--- config.mk ---
export PLATFORM = sky130hd
export DESIGN_NAME = obi_rd_initiator
export DESIGN_NICKNAME = d
export VERILOG_FILES = /design/src/rtl/obi_rd_initiator.sv
export SDC_FILE = /design/constraint.sdc
export NUM_CORES = 1
export LEC_CHECK = 0
export CAP_MARGIN = 30
export CORE_ASPECT_RATIO = 2
export CORE_MARGIN = 1.5
export CORE_UTILIZATION = 38
export DETAILED_ROUTE_END_ITERATION = 12
export GPL_TIMING_DRIVEN = 0
export PLACE_DENSITY = 0.77
export SLEW_MARGIN = 10
export SYNTH_ARGS = -nofsm -noshare
export SYNTH_HDL_FRONTEND = slang
export SYNTH_SLANG_ARGS = --single-unit
--- constraint.sdc ---
create_clock -name clk -period 1.75 [get_ports clk]
set_input_delay 0.2625 -clock clk [delete_from_list [all_inputs] [get_ports clk]]
set_output_delay 0.2625 -clock clk [all_outputs]
set_load 0.02 [all_outputs]
--- src/rtl/obi_rd_initiator.sv ---
// Read-only bridge from an OBI read port to a simple AR/R read channel. It limits
// outstanding reads, registers both paths and fails stuck reads via a watchdog.
module obi_rd_initiator #(
   parameter int unsigned MAX_OUTSTANDING = 2,
   parameter int unsigned TIMEOUT_CYCLES  = 256,
   parameter logic [31:0] ERR_RDATA       = 32'h0000_0013
) (
   input  logic        clk,
   input  logic        rst_n,
   input  logic        obi_req,
   output logic        obi_gnt,
   input  logic [31:0] obi_addr,
   output logic        obi_rvalid,
   output logic [31:0] obi_rdata,
   output logic        obi_err,
   output logic [31:0] araddr,
   output logic        arvalid,
   input  logic        arready,
   input  logic [31:0] rdata,
   input  logic        rvalid,
   output logic        rready,
   output logic        busy,
   output logic        timeout_pulse
);

   localparam int unsigned CW = $clog2(MAX_OUTSTANDING + 1);
   localparam int unsigned TW = $clog2(TIMEOUT_CYCLES);
   localparam logic [CW-1:0] MAX_CNT    = CW'(MAX_OUTSTANDING);
   localparam logic [TW-1:0] TIMER_LAST = TW'(TIMEOUT_CYCLES - 1);

   logic [CW-1:0] outstanding_q, outstanding_d;
   logic [CW-1:0] issued_q, issued_d;
   logic [CW-1:0] drop_q, drop_d;
   logic [TW-1:0] timer_q, timer_d;
   logic          arvalid_q, arvalid_d;
   logic [31:0]   araddr_q, araddr_d;
   logic          obi_rvalid_q, obi_rvalid_d;
   logic          obi_err_q, obi_err_d;
   logic [31:0]   obi_rdata_q, obi_rdata_d;
   logic          timeout_q, timeout_d;

   logic ar_fire;
   logic resp_fire;
   logic drop_fire;
   logic timeout_fire;

   // A new grant needs a free outstanding slot and an AR stage that is empty or draining.
   assign obi_gnt = obi_req && (outstanding_q < MAX_CNT) && (!arvalid_q || arready);

   assign ar_fire   = arvalid_q && arready;
   assign drop_fire = rvalid && (drop_q != '0);
   assign resp_fire = rvalid && (drop_q == '0) && (issued_q != '0);

   // A beat landing in the expiry cycle is served normally and suppresses the timeout.
   assign timeout_fire = (issued_q != '0) && (timer_q == TIMER_LAST) && !resp_fire;

   // NOTE: every always_comb output gets a default first, so no path can infer a latch.
   always_comb begin
      arvalid_d = arvalid_q;
      araddr_d  = araddr_q;
      if (obi_gnt) begin
         arvalid_d = 1'b1;
         araddr_d  = obi_addr & 32'hFFFF_FFFC;
      end else if (ar_fire) begin
         arvalid_d = 1'b0;
      end
   end

   always_comb begin
      outstanding_d = outstanding_q;
      if (obi_gnt && !obi_rvalid_q) begin
         outstanding_d = outstanding_q + CW'(1);
      end else if (!obi_gnt && obi_rvalid_q) begin
         outstanding_d = outstanding_q - CW'(1);
      end
   end

   always_comb begin
      issued_d = issued_q;
      if (ar_fire && !(resp_fire || timeout_fire)) begin
         issued_d = issued_q + CW'(1);
      end else if (!ar_fire && (resp_fire || timeout_fire)) begin
         issued_d = issued_q - CW'(1);
      end
   end

   // Late beats owed to timed-out reads are swallowed; the count saturates at the slot limit.
   always_comb begin
      drop_d = drop_q;
      if (timeout_fire && !drop_fire) begin
         if (drop_q != MAX_CNT) begin
            drop_d = drop_q + CW'(1);
         end
      end else if (!timeout_fire && drop_fire) begin
         drop_d = drop_q - CW'(1);
      end
   end

   always_comb begin
      timer_d = timer_q + TW'(1);
      if ((issued_q == '0) || resp_fire || timeout_fire) begin
         timer_d = '0;
      end
   end

   always_comb begin
      obi_rvalid_d = resp_fire || timeout_fire;
      obi_err_d    = timeout_fire;
      timeout_d    = timeout_fire;
      obi_rdata_d  = obi_rdata_q;
      if (resp_fire) begin
         obi_rdata_d = rdata;
      end else if (timeout_fire) begin
         obi_rdata_d = ERR_RDATA;
      end
   end

   // NOTE: state registers use non-blocking assignments so all flops update together at the edge.
   always_ff @(posedge clk or negedge rst_n) begin
      if (!rst_n) begin
         outstanding_q <= '0;
         issued_q      <= '0;
         drop_q        <= '0;
         timer_q       <= '0;
         arvalid_q     <= 1'b0;
         araddr_q      <= '0;
         obi_rvalid_q  <= 1'b0;
         obi_err_q     <= 1'b0;
         obi_rdata_q   <= '0;
         timeout_q     <= 1'b0;
      end else begin
         outstanding_q <= outstanding_d;
         issued_q      <= issued_d;
         drop_q        <= drop_d;
         timer_q       <= timer_d;
         arvalid_q     <= arvalid_d;
         araddr_q      <= araddr_d;
         obi_rvalid_q  <= obi_rvalid_d;
         obi_err_q     <= obi_err_d;
         obi_rdata_q   <= obi_rdata_d;
         timeout_q     <= timeout_d;
      end
   end

   // OBI has no response backpressure, so the R channel is always accepted.
   assign rready        = 1'b1;
   assign arvalid       = arvalid_q;
   assign araddr        = araddr_q;
   assign obi_rvalid    = obi_rvalid_q;
   assign obi_err       = obi_err_q;
   assign obi_rdata     = obi_rdata_q;
   assign timeout_pulse = timeout_q;
   assign busy          = (outstanding_q != '0) || (drop_q != '0);

endmodule
==> results of run 1 <==
worst max-delay path, stage by stage (launching register included):
cell	delay, ns
dfrtp_1	0.40
nand2b_1	0.18
a21oi_2	0.16
buf_6	0.15
buf_2	0.18
power by group:
| group | switching [mW] | internal [mW] | total, mW | leakage, nW |
|---|---|---|---|---|
| Sequential | 0.488 | 2.63 | 3.12 | 0.962 |
| Combinational | 1.96 | 2.28 | 4.25 | 1.09 |
| Clock | 0.707 | 1.28 | 1.99 | 0.162 |
| Total | 3.16 | 6.20 | 9.36 | 2.21 |
cell families after synthesis:
group,Yosys count,synth area share [%]
compound gates,38,10.45
xor+xnor,13,3.588
fa+ha+maj,3,1.183
buf+inv,19,4.101
flops,79,62.30
mux,31,10.96
other cells,2,0.2367
simple gates,37,7.178
area by class of cell:
class / instances / area [um^2]
Tap cell: 98 / 122.6
Multi-Input combinational cell: 125 / 1097
Fill cell: 657 / 3074
Sequential cell: 79 / 1979
Clock inverter: 6 / 83.83
Inverter: 5 / 18.77
Buffer: 13 / 106.4
Clock buffer: 10 / 239.0
Timing Repair Buffer: 147 / 1453
state kept, by name, indices dropped and copies added, names as in the netlist:
signal	count
araddr	30
arvalid	1
drop_q	2
issued_q	2
obi_rdata	32
obi_rvalid	1
outstanding_q	2
timeout_pulse	1
timer_q	8
Yosys cell counts, types with 2 or more instances:
master and number:
nor2_1 13, buf_2 5, o21ai_0 2, inv_1 5
o22a_1 3, nand3_1 4, xor2_1 10, xnor2_1 3
mux2_2 29, buf_6 5, conb_1 2, ha_1 3
nor3_1 2, nand2_1 3, a22o_1 29, buf_4 4
dfrtp_1 79
stage by stage:
| step | total power [mW] | area, um^2 | TNS, ns | hold slack (ns) | util, % |
|---|---|---|---|---|---|
| floorplan | 5.268 | 3184 | 0 | -0.03309 | - |
| global placement | 7.183 | 4648 | -186.55 | 0.4664 | 56.87 |
| detailed placement | 7.316 | 4673 | -3.215 | 0.2167 | 57.17 |
| CTS | 9.412 | 5052 | 0 | 0.4008 | 61.81 |
| global route | 9.842 | 5100 | 0 | 0.4448 | 62.39 |
| finish | 9.357 | 5100 | 0 | 0.3973 | 62.39 |
final timing paths:
kind / startpoint / end / slack, ns / cells after the start
max: outstanding_q[1]$_DFFE_PN0P_ / obi_gnt / 0.09 / 4
min: rst_n / araddr[19]$_DFFE_PN0P_ / 0.40 / 2
max reg2reg: timer_q[1]$_DFF_PN0_ / obi_rdata[9]$_DFFE_PN0P_ / 0.11 / 8
min reg2reg: outstanding_q[1]$_DFFE_PN0P_ / outstanding_q[1]$_DFFE_PN0P_ / 0.48 / 1
max in group asynchronous: rst_n / timer_q[2]$_DFF_PN0_ / 0.76 / 3
min in group clk: outstanding_q[1]$_DFFE_PN0P_ / outstanding_q[1]$_DFFE_PN0P_ / 0.48 / 1
layer usage:
| metal | track usage, % | vias to the layer above |
|---|---|---|
| li1 | - | 1099 |
| met1 | 18.64 | 1176 |
| met2 | 31.86 | 86 |
| met3 | 4.868 | 19 |
| met4 | 8.390 | 0 |
| met5 | 0 | - |
what timing repair did:
item	CTS	global route
endpoints found under the setup margin	4	2
buffers inserted	5	6
endpoints found under the hold margin	27	0
hold buffers	1	0
gates resized for setup	10	2
cloned	0	0
pin swaps	4	3
==> impl_metrics.csv, run 1 <==
group,metric,value,unit
setup_path,end_kind,"primary output",
worst_hold_path,hp-class,"input pin to async pin",
routing,vias_per_cell,4.928,
power,p_leak,2.212,nW
power,peakVddDrop,0.9265,mV
sta,finalWorstSetupSlack,0.08667,ns
sta,setup_viol_count_final,0,
yosys,synthArstFlopShare,100.0,%
yosys,ys_types,38,
layout,nNetsFinal,452,
setup_path,startpoint_type,"flop",
routing,ant_nets,0,
clocking,clk_latency,0.33,ns
routing,first_iter_violations,92,
yosys,ys_warn_count,0,
clocking,htreeDepth,3,
grt,grt.total_usage,17.97,%
clocking,path_clk_slew,0.06,ns
routing,drc,0,
sta,fin_crit,1.663,ns
sta,finalCritPeriodShare,95.05,%
layout,syn2layout_area_growth,60.73,%
setup_path,cp.arrival,1.40,ns
routing,vias,2380,
setup_path,cp_max_fo,8,
routing,wl_met1,2.617,mm
grt,grt-ovfl-total,0,
floorplanning,start_util,38.82,%
layout,diodes,0,
grt,grt_pass1_vias,2492,
place,io_buffers,134,
yosys,syn_area_per_cell,14.29,um^2
sta,maxSlewViolCount,0,
yosys,synth_area_leader_cell,"dfrtp_1",
floorplanning,fp.dieH,132.2,um
clocking,cts_inserted_buffers,9,
floorplanning,dieArea,8941,um^2
run_status,status,"completed",
sta,final.setup_skew,0.009518,ns
place,pre_cts_ws,-0.5099,ns
place,dp.cells,456,
yosys,yosysSeqAreaShare,62.30,%
grt,grt_max_degree,53,
power,pwr_density_cell,1835,nW/um^2
grt,grt_pass1_wl,12.03,mm
place,hpwl,5.635,mm
grt,antenna_found_initial,0,
yosys,synth_edf_count,0,
setup_path,critPathKind,"flop to primary output",
routing,dr.pass1.iters,4,
setup_path,cp.required,1.49,ns
yosys,ys.flop_type,"dfrtp_1",
yosys,netlist_instances,222,
clocking,clk_path_buf_depth,2,
layout,instances_no_fill,483,
floorplanning,rows,47,
routing,avgRoutedWirePerCell,15.80,um
yosys,syn_area,3173,um^2
clocking,cts-root-buf,"clkbuf_16",
routing,met2_length,4.346,mm
yosys,synthTopCellsByArea,"dfrtp_1 62%, mux2_2 10%, a22o_1 8.0%, xor2_1 2.8%, buf_6 1.8%",
layout,final_common_cell,"clkdlybuf4s50_1",
routing,met3_length,421,um
routing,maxUsedRoutingLayer,"met4",
routing,wirelength,7.633,mm
floorplanning,die_x,67.62,um
sta,fmax,0.6012,GHz
yosys,synth-seq-cells,79,
layout,layout_common_cells,"131 x clkdlybuf4s50_1, 77 x dfrtp_1, 29 x a22o_1, 29 x mux2_2, 16 x buf_4",
floorplanning,core,8174,um^2
layout,layout-drive-gt1-share,22.86,%
job,max_cap_viol_count,0,
floorplanning,pin_count,140,
yosys,synth_top_area_share,62.30,%
place,routabilityCongestion,0.7260,
clocking,clock-sinks,79,
clocking,cts_tree,"done",
sta,grt_setup_unrepaired,"no",
sta,hold_viol,0,
(Power assumes the default switching activity.)
==> run 2, diff against run 1 <==
Settings changed: SETUP_SLACK_MARGIN from default to 0.05.
==> impl_metrics.csv, run 2 (synthesis gave the netlist of run 1 again) <==
group,metric,value,unit
run_status,status,"completed",
layout,largest_register_ffs,32,
setup_path,startpoint,"arvalid$_DFFE_PN0P_",
setup_path,r2r-start,"timer_q[1]$_DFF_PN0_",
setup_path,worstPathCellList,"clkdlybuf4s50_1",
clocking,cts_tree,"done",
setup_path,ff2ff_setup_slack,0.20,ns
layout,multi_input_area,1115,um^2
sta,maxSlewViolCount,0,
clocking,cts_inserted_buffers,9,
job,max_cap_viol_count,0,
clocking,clk_latency,0.33,ns
layout,layout_common_cells,"130 x clkdlybuf4s50_1, 77 x dfrtp_1, 29 x a22o_1, 29 x mux2_2, 13 x buf_4",
place,hpwl,5.528,mm
place,dp.cells,456,
routing,vias,2359,
floorplanning,rows,47,
routing,first_iter_violations,82,
sta,fmax,0.6054,GHz
power,p_leak,2.177,nW
place,io_buffers,134,
layout,seq_area,1979,um^2
setup_path,cp_max_fo,3,
clocking,path_clk_slew,0.05,ns
clocking,cts-root-buf,"clkbuf_16",
sta,grt_setup_unrepaired,"no",
layout,final_common_cell,"clkdlybuf4s50_1",
floorplanning,die_x,67.62,um
grt,grt-ovfl-total,0,
layout,nNetsFinal,449,
place,pre_cts_ws,-0.4603,ns
sta,finalCritPeriodShare,94.39,%
setup_path,crit_slowest_cell,"clkdlybuf4s50_1",
floorplanning,dieArea,8941,um^2
grt,grt_pass1_vias,2545,
setup_path,cp_top_family,"buffers and inverters",
sta,fin_crit,1.652,ns
clocking,clock-sinks,79,
setup_path,cp.required,1.49,ns
floorplanning,fp.dieH,132.2,um
clocking,htreeDepth,3,
setup_path,startpoint_type,"flop",
layout,diodes,0,
setup_path,end_kind,"primary output",
setup_path,critPathKind,"flop to primary output",
layout,instances_no_fill,477,
worst_hold_path,hp-class,"input pin to async pin",
grt,grt.total_usage,17.89,%
setup_path,worst-r2r-cell-count,8,
setup_path,critPathBufInv,1,
layout,syn2layout_area_growth,58.64,%
routing,vias_per_cell,4.945,
place,routabilityCongestion,0.7483,
sta,final.setup_skew,0.004368,ns
layout,nFillCells,660,
routing,dr.pass1.iters,4,
setup_path,cp.arrival,1.39,ns
setup_path,rr_endpoint,"issued_q[1]$_DFFE_PN0P_",
layout,layout-drive-gt1-share,21.90,%
sta,hold_viol,0,
power,peakVddDrop,0.7775,mV
routing,wirelength,7.416,mm
sta,setup_viol_count_final,0,
floorplanning,start_util,38.82,%
floorplanning,pin_count,140,
grt,antenna_found_initial,0,
routing,avgRoutedWirePerCell,15.55,um
floorplanning,core,8174,um^2
routing,ant_nets,0,
routing,drc,0,
clocking,clk_path_buf_depth,2,
grt,grt_max_degree,63,
sta,finalWorstSetupSlack,0.09816,ns
power,pwr_density_cell,1773,nW/um^2
setup_path,critPathMaxStageDelay,0.64,ns
grt,grt_pass1_wl,11.96,mm
## run 2: changes by cell type in the layout (fill, tap and decap cells not counted), sizes merged
| cell | before | now |
|---|---|---|
| buf | 27 | 24 |
| clkdlybuf4s50 | 131 | 130 |
| bufinv | 2 | 0 |
| clkinv | 4 | 2 |
| dlymetal6s2s | 0 | 1 |
| clkbuf | 10 | 11 |
## run 2: cell type report
type / instances / area share (%)
Buffer: 13 / 2.113
Clock buffer: 11 / 4.822
Clock inverter: 2 / 0.1989
Inverter: 5 / 0.3729
Multi-Input combinational cell: 125 / 22.15
Sequential cell: 79 / 39.32
Tap cell: 98 / 2.436
Timing Repair Buffer: 144 / 28.59
## run 2: power breakdown
| part | internal, mW | switching (mW) | total (mW) |
|---|---|---|---|
| Sequential | 2.63 | 0.476 | 3.11 |
| Clock | 0.968 | 0.638 | 1.61 |
| Combinational | 2.26 | 1.94 | 4.21 |
| Total | 5.87 | 3.06 | 8.93 |
## run 2: timing repair
item / 4_1_cts / 5_1_grt
setup endpoints to repair: 5 / 2
gates resized for setup: 13 / 2
buffers inserted: 6 / 2
hold buffers: 1 / 0
pin swaps: 3 / 4
endpoints found under the hold margin: 17 / 0
## run 2: through the flow
stage	setup TNS (ns)	hold slack (ns)	utilization [%]	cell area, um^2	total power [mW]
3_3_place_gp	-184.92	0.4687	57.11	4668	7.202
5_1_grt	0	0.3689	61.58	5034	9.446
6_report	0	0.3661	61.58	5034	8.926
2_1_floorplan	0	-0.03309	-	3204	5.289
4_1_cts	0	0.3514	61.41	5020	9.063
3_5_place_dp	-2.029	0.1536	57.42	4693	7.331
## run 2: how the worst max path moves through the flow
stage,slack [ns],endpoint,cells past startpoint
floorplan,0.06,issued_q[1]$_DFFE_PN0P_,9
global placement,-2.32,obi_rdata[29]$_DFFE_PN0P_,1
detailed placement,-0.46,obi_gnt,5
CTS,0.06,issued_q[1]$_DFFE_PN0P_,9
global route,0.05,busy,4
finish,0.1,arvalid,1
## run 2: per-layer routing
layer	share of wire [%]	wire (um)	track usage (%)
met1	34	2538	18.98
met2	56	4181	30.56
met3	5.6	414	4.099
met4	3.8	282	10.88
met5	0	0	0
==> run 3, diff against run 2 <==
Settings changed: CORE_UTILIZATION 38 to 55, DONT_BUFFER_PORTS from default to 1, PLACE_DENSITY 0.77 to 0.73.
==> impl_metrics.csv, run 3 (synthesis gave the netlist of run 1 again) <==
group,metric,value,unit
run_status,status,"finished, violations left",
run_status,violations,"hold timing",
clocking,cts_tree,"done",
grt,grt.total_usage,18.77,%
floorplanning,core,5660,um^2
setup_path,worst-r2r-cell-count,7,
place,routabilityCongestion,0.7514,
power,finalPower,7.554,mW
layout,layout_common_cells,"77 x dfrtp_1, 29 x a22o_1, 29 x mux2_2, 13 x nor2_1, 12 x buf_4",
power,pwr_density_cell,2060,nW/um^2
sta,finalWorstSetupSlack,0.1243,ns
setup_path,crit_slowest_cell,"dfrtp_1",
setup_path,critPathKind,"flop to flop",
routing,vias,1840,
floorplanning,die_x,56.71,um
grt,grt-ovfl-total,0,
place,hpwl,4.032,mm
place,pre_cts_ws,-0.08050,ns
setup_path,crit_cells,7,
layout,instances_no_fill,307,
floorplanning,rows,39,
sta,fin_crit,1.626,ns
clocking,clock-sinks,79,
routing,wirelength,5.592,mm
power,p_seq_share,55.1,%
setup_path,ff2ff_setup_slack,0.12,ns
clocking,htreeDepth,3,
power,clkPwrFrac,24.6,%
sta,hold_viol,79,
layout,syn2layout_area_growth,15.58,%
grt,grt_pass1_wl,9.025,mm
routing,drc,0,
clocking,clk_path_buf_depth,2,
routing,vias_per_cell,5.993,
clocking,cts_inserted_buffers,9,
floorplanning,dieArea,6262,um^2
sta,grt_setup_unrepaired,"yes",
floorplanning,fp.dieH,110.4,um
setup_path,endpoint,"outstanding_q[1]$_DFFE_PN0P_",
setup_path,cp.arrival,1.84,ns
power,power_switching,2.855,mW
grt,grt_max_degree,80,
setup_path,cp_max_fo,11,
place,dpl_cell_area,3281,um^2
power,switching_share,37.79,%
setup_path,critPathBufInv,1,
floorplanning,pin_count,140,
layout,layout-drive-gt1-share,33.33,%
routing,first_iter_violations,59,
floorplanning,start_util,56.06,%
setup_path,r2r-start,"outstanding_q[1]$_DFFE_PN0P_",
setup_path,critPathMaxStageDelay,0.40,ns
setup_path,cpMostUsedCell,"xor2_1",
worst_hold_path,hp-class,"input pin to async pin",
grt,grt_pass1_vias,1974,
sta,finalCritPeriodShare,92.89,%
setup_path,startpoint,"outstanding_q[1]$_DFFE_PN0P_",
place,io_buffers,0,
sta,maxSlewViolCount,0,
job,max_cap_viol_count,0,
clocking,cts-root-buf,"clkbuf_16",
sta,fmax,0.6151,GHz
clocking,path_clk_slew,0.06,ns
grt,antenna_found_initial,0,
power,power.internal,4.699,mW
power,p_leak,1.648,nW
routing,dr.pass1.iters,4,
setup_path,rr_endpoint,"outstanding_q[1]$_DFFE_PN0P_",
layout,diodes,0,
layout,nNetsFinal,313,
setup_path,worstPathCellList,"nand2b_1 -> a21oi_4 -> buf_8 -> ha_1 -> xor2_1 -> nor2_1 -> xor2_1",
routing,avgRoutedWirePerCell,18.21,um
sta,final.setup_skew,0.005422,ns
sta,whs,-0.3765,ns
power,peakVddDrop,1.701,mV
layout,final_area,3667,um^2
setup_path,cp.required,1.96,ns
layout,final_common_cell,"dfrtp_1",
place,dp.cells,284,
routing,ant_nets,0,
clocking,clk_latency,0.33,ns
setup_path,cp_top_family,"flip-flops",
layout,largest_register_ffs,32,
sta,setup_viol_count_final,0,
setup_path,startpoint_type,"flop",
layout,fin_util,64.79,%
setup_path,end_kind,"flop",
sta,setup_tns,0,ns
power,power_frac_comb,20.3,%
-- run 3: cell types whose count changed in the layout (fill, tap and decap cells not counted), sizes merged --
cell	previous run	this run
clkinvlp	0	1
dlymetal6s2s	1	0
clkdlybuf4s50	130	0
clkinv	2	3
inv	5	6
buf	24	21
clkbuf	11	10
bufinv	0	1
dlygate4sd3	1	0
dlygate4sd2	1	0
-- run 3: area by class of cell --
type | count | area (um^2)
Clock inverter | 6 | 68.82
Sequential cell | 79 | 1979
Fill cell | 424 | 1993
Buffer | 13 | 110.1
Multi-Input combinational cell | 125 | 1115
Clock buffer | 10 | 239.0
Inverter | 5 | 18.77
Tap cell | 61 | 76.32
Timing Repair Buffer | 8 | 60.06
-- run 3: power groups by stage --
stage	registers [mW]	clock network [mW]	logic [mW]
final	4.16	1.86	1.54
after CTS	4.17	1.91	1.53
after global placement	4.19	0	1.40
after floorplan	4.02	0	1.27
after global routing	4.26	1.97	1.70
after detailed placement	4.19	0	1.48
-- run 3: worst min-delay path by stage --
| stage | startpoint | end | slack (ns) | cells after the start |
|---|---|---|---|---|
| 2_1_floorplan | rst_n | araddr[10]$_DFFE_PN0P_ | -0.03 | 0 |
| 3_3_place_gp | rst_n | timer_q[2]$_DFF_PN0_ | -0.03 | 0 |
| 3_5_place_dp | rst_n | timer_q[0]$_DFF_PN0_ | -0.03 | 0 |
| 4_1_cts | rst_n | timer_q[0]$_DFF_PN0_ | -0.39 | 0 |
| 5_1_grt | rst_n | issued_q[0]$_DFFE_PN0P_ | -0.39 | 0 |
| 6_report | rst_n | araddr[5]$_DFFE_PN0P_ | -0.38 | 0 |
-- run 3: timing repair --
action	CTS	global route
gates resized for setup	4	3
endpoints found under the setup margin	4	2
cloned	0	0
pin swaps	1	4
endpoints found under the hold margin	79	79
setup buffers	4	4
-- run 3: routing by layer --
| layer | share of wire (%) | GRT usage, % | vias to the layer above |
|---|---|---|---|
| met5 | 0 | 0 | - |
| met4 | 2.9 | 10.63 | 0 |
| met3 | 8.1 | 6.674 | 13 |
| met2 | 54 | 31.32 | 102 |
| met1 | 35 | 19.87 | 907 |
| li1 | - | - | 818 |
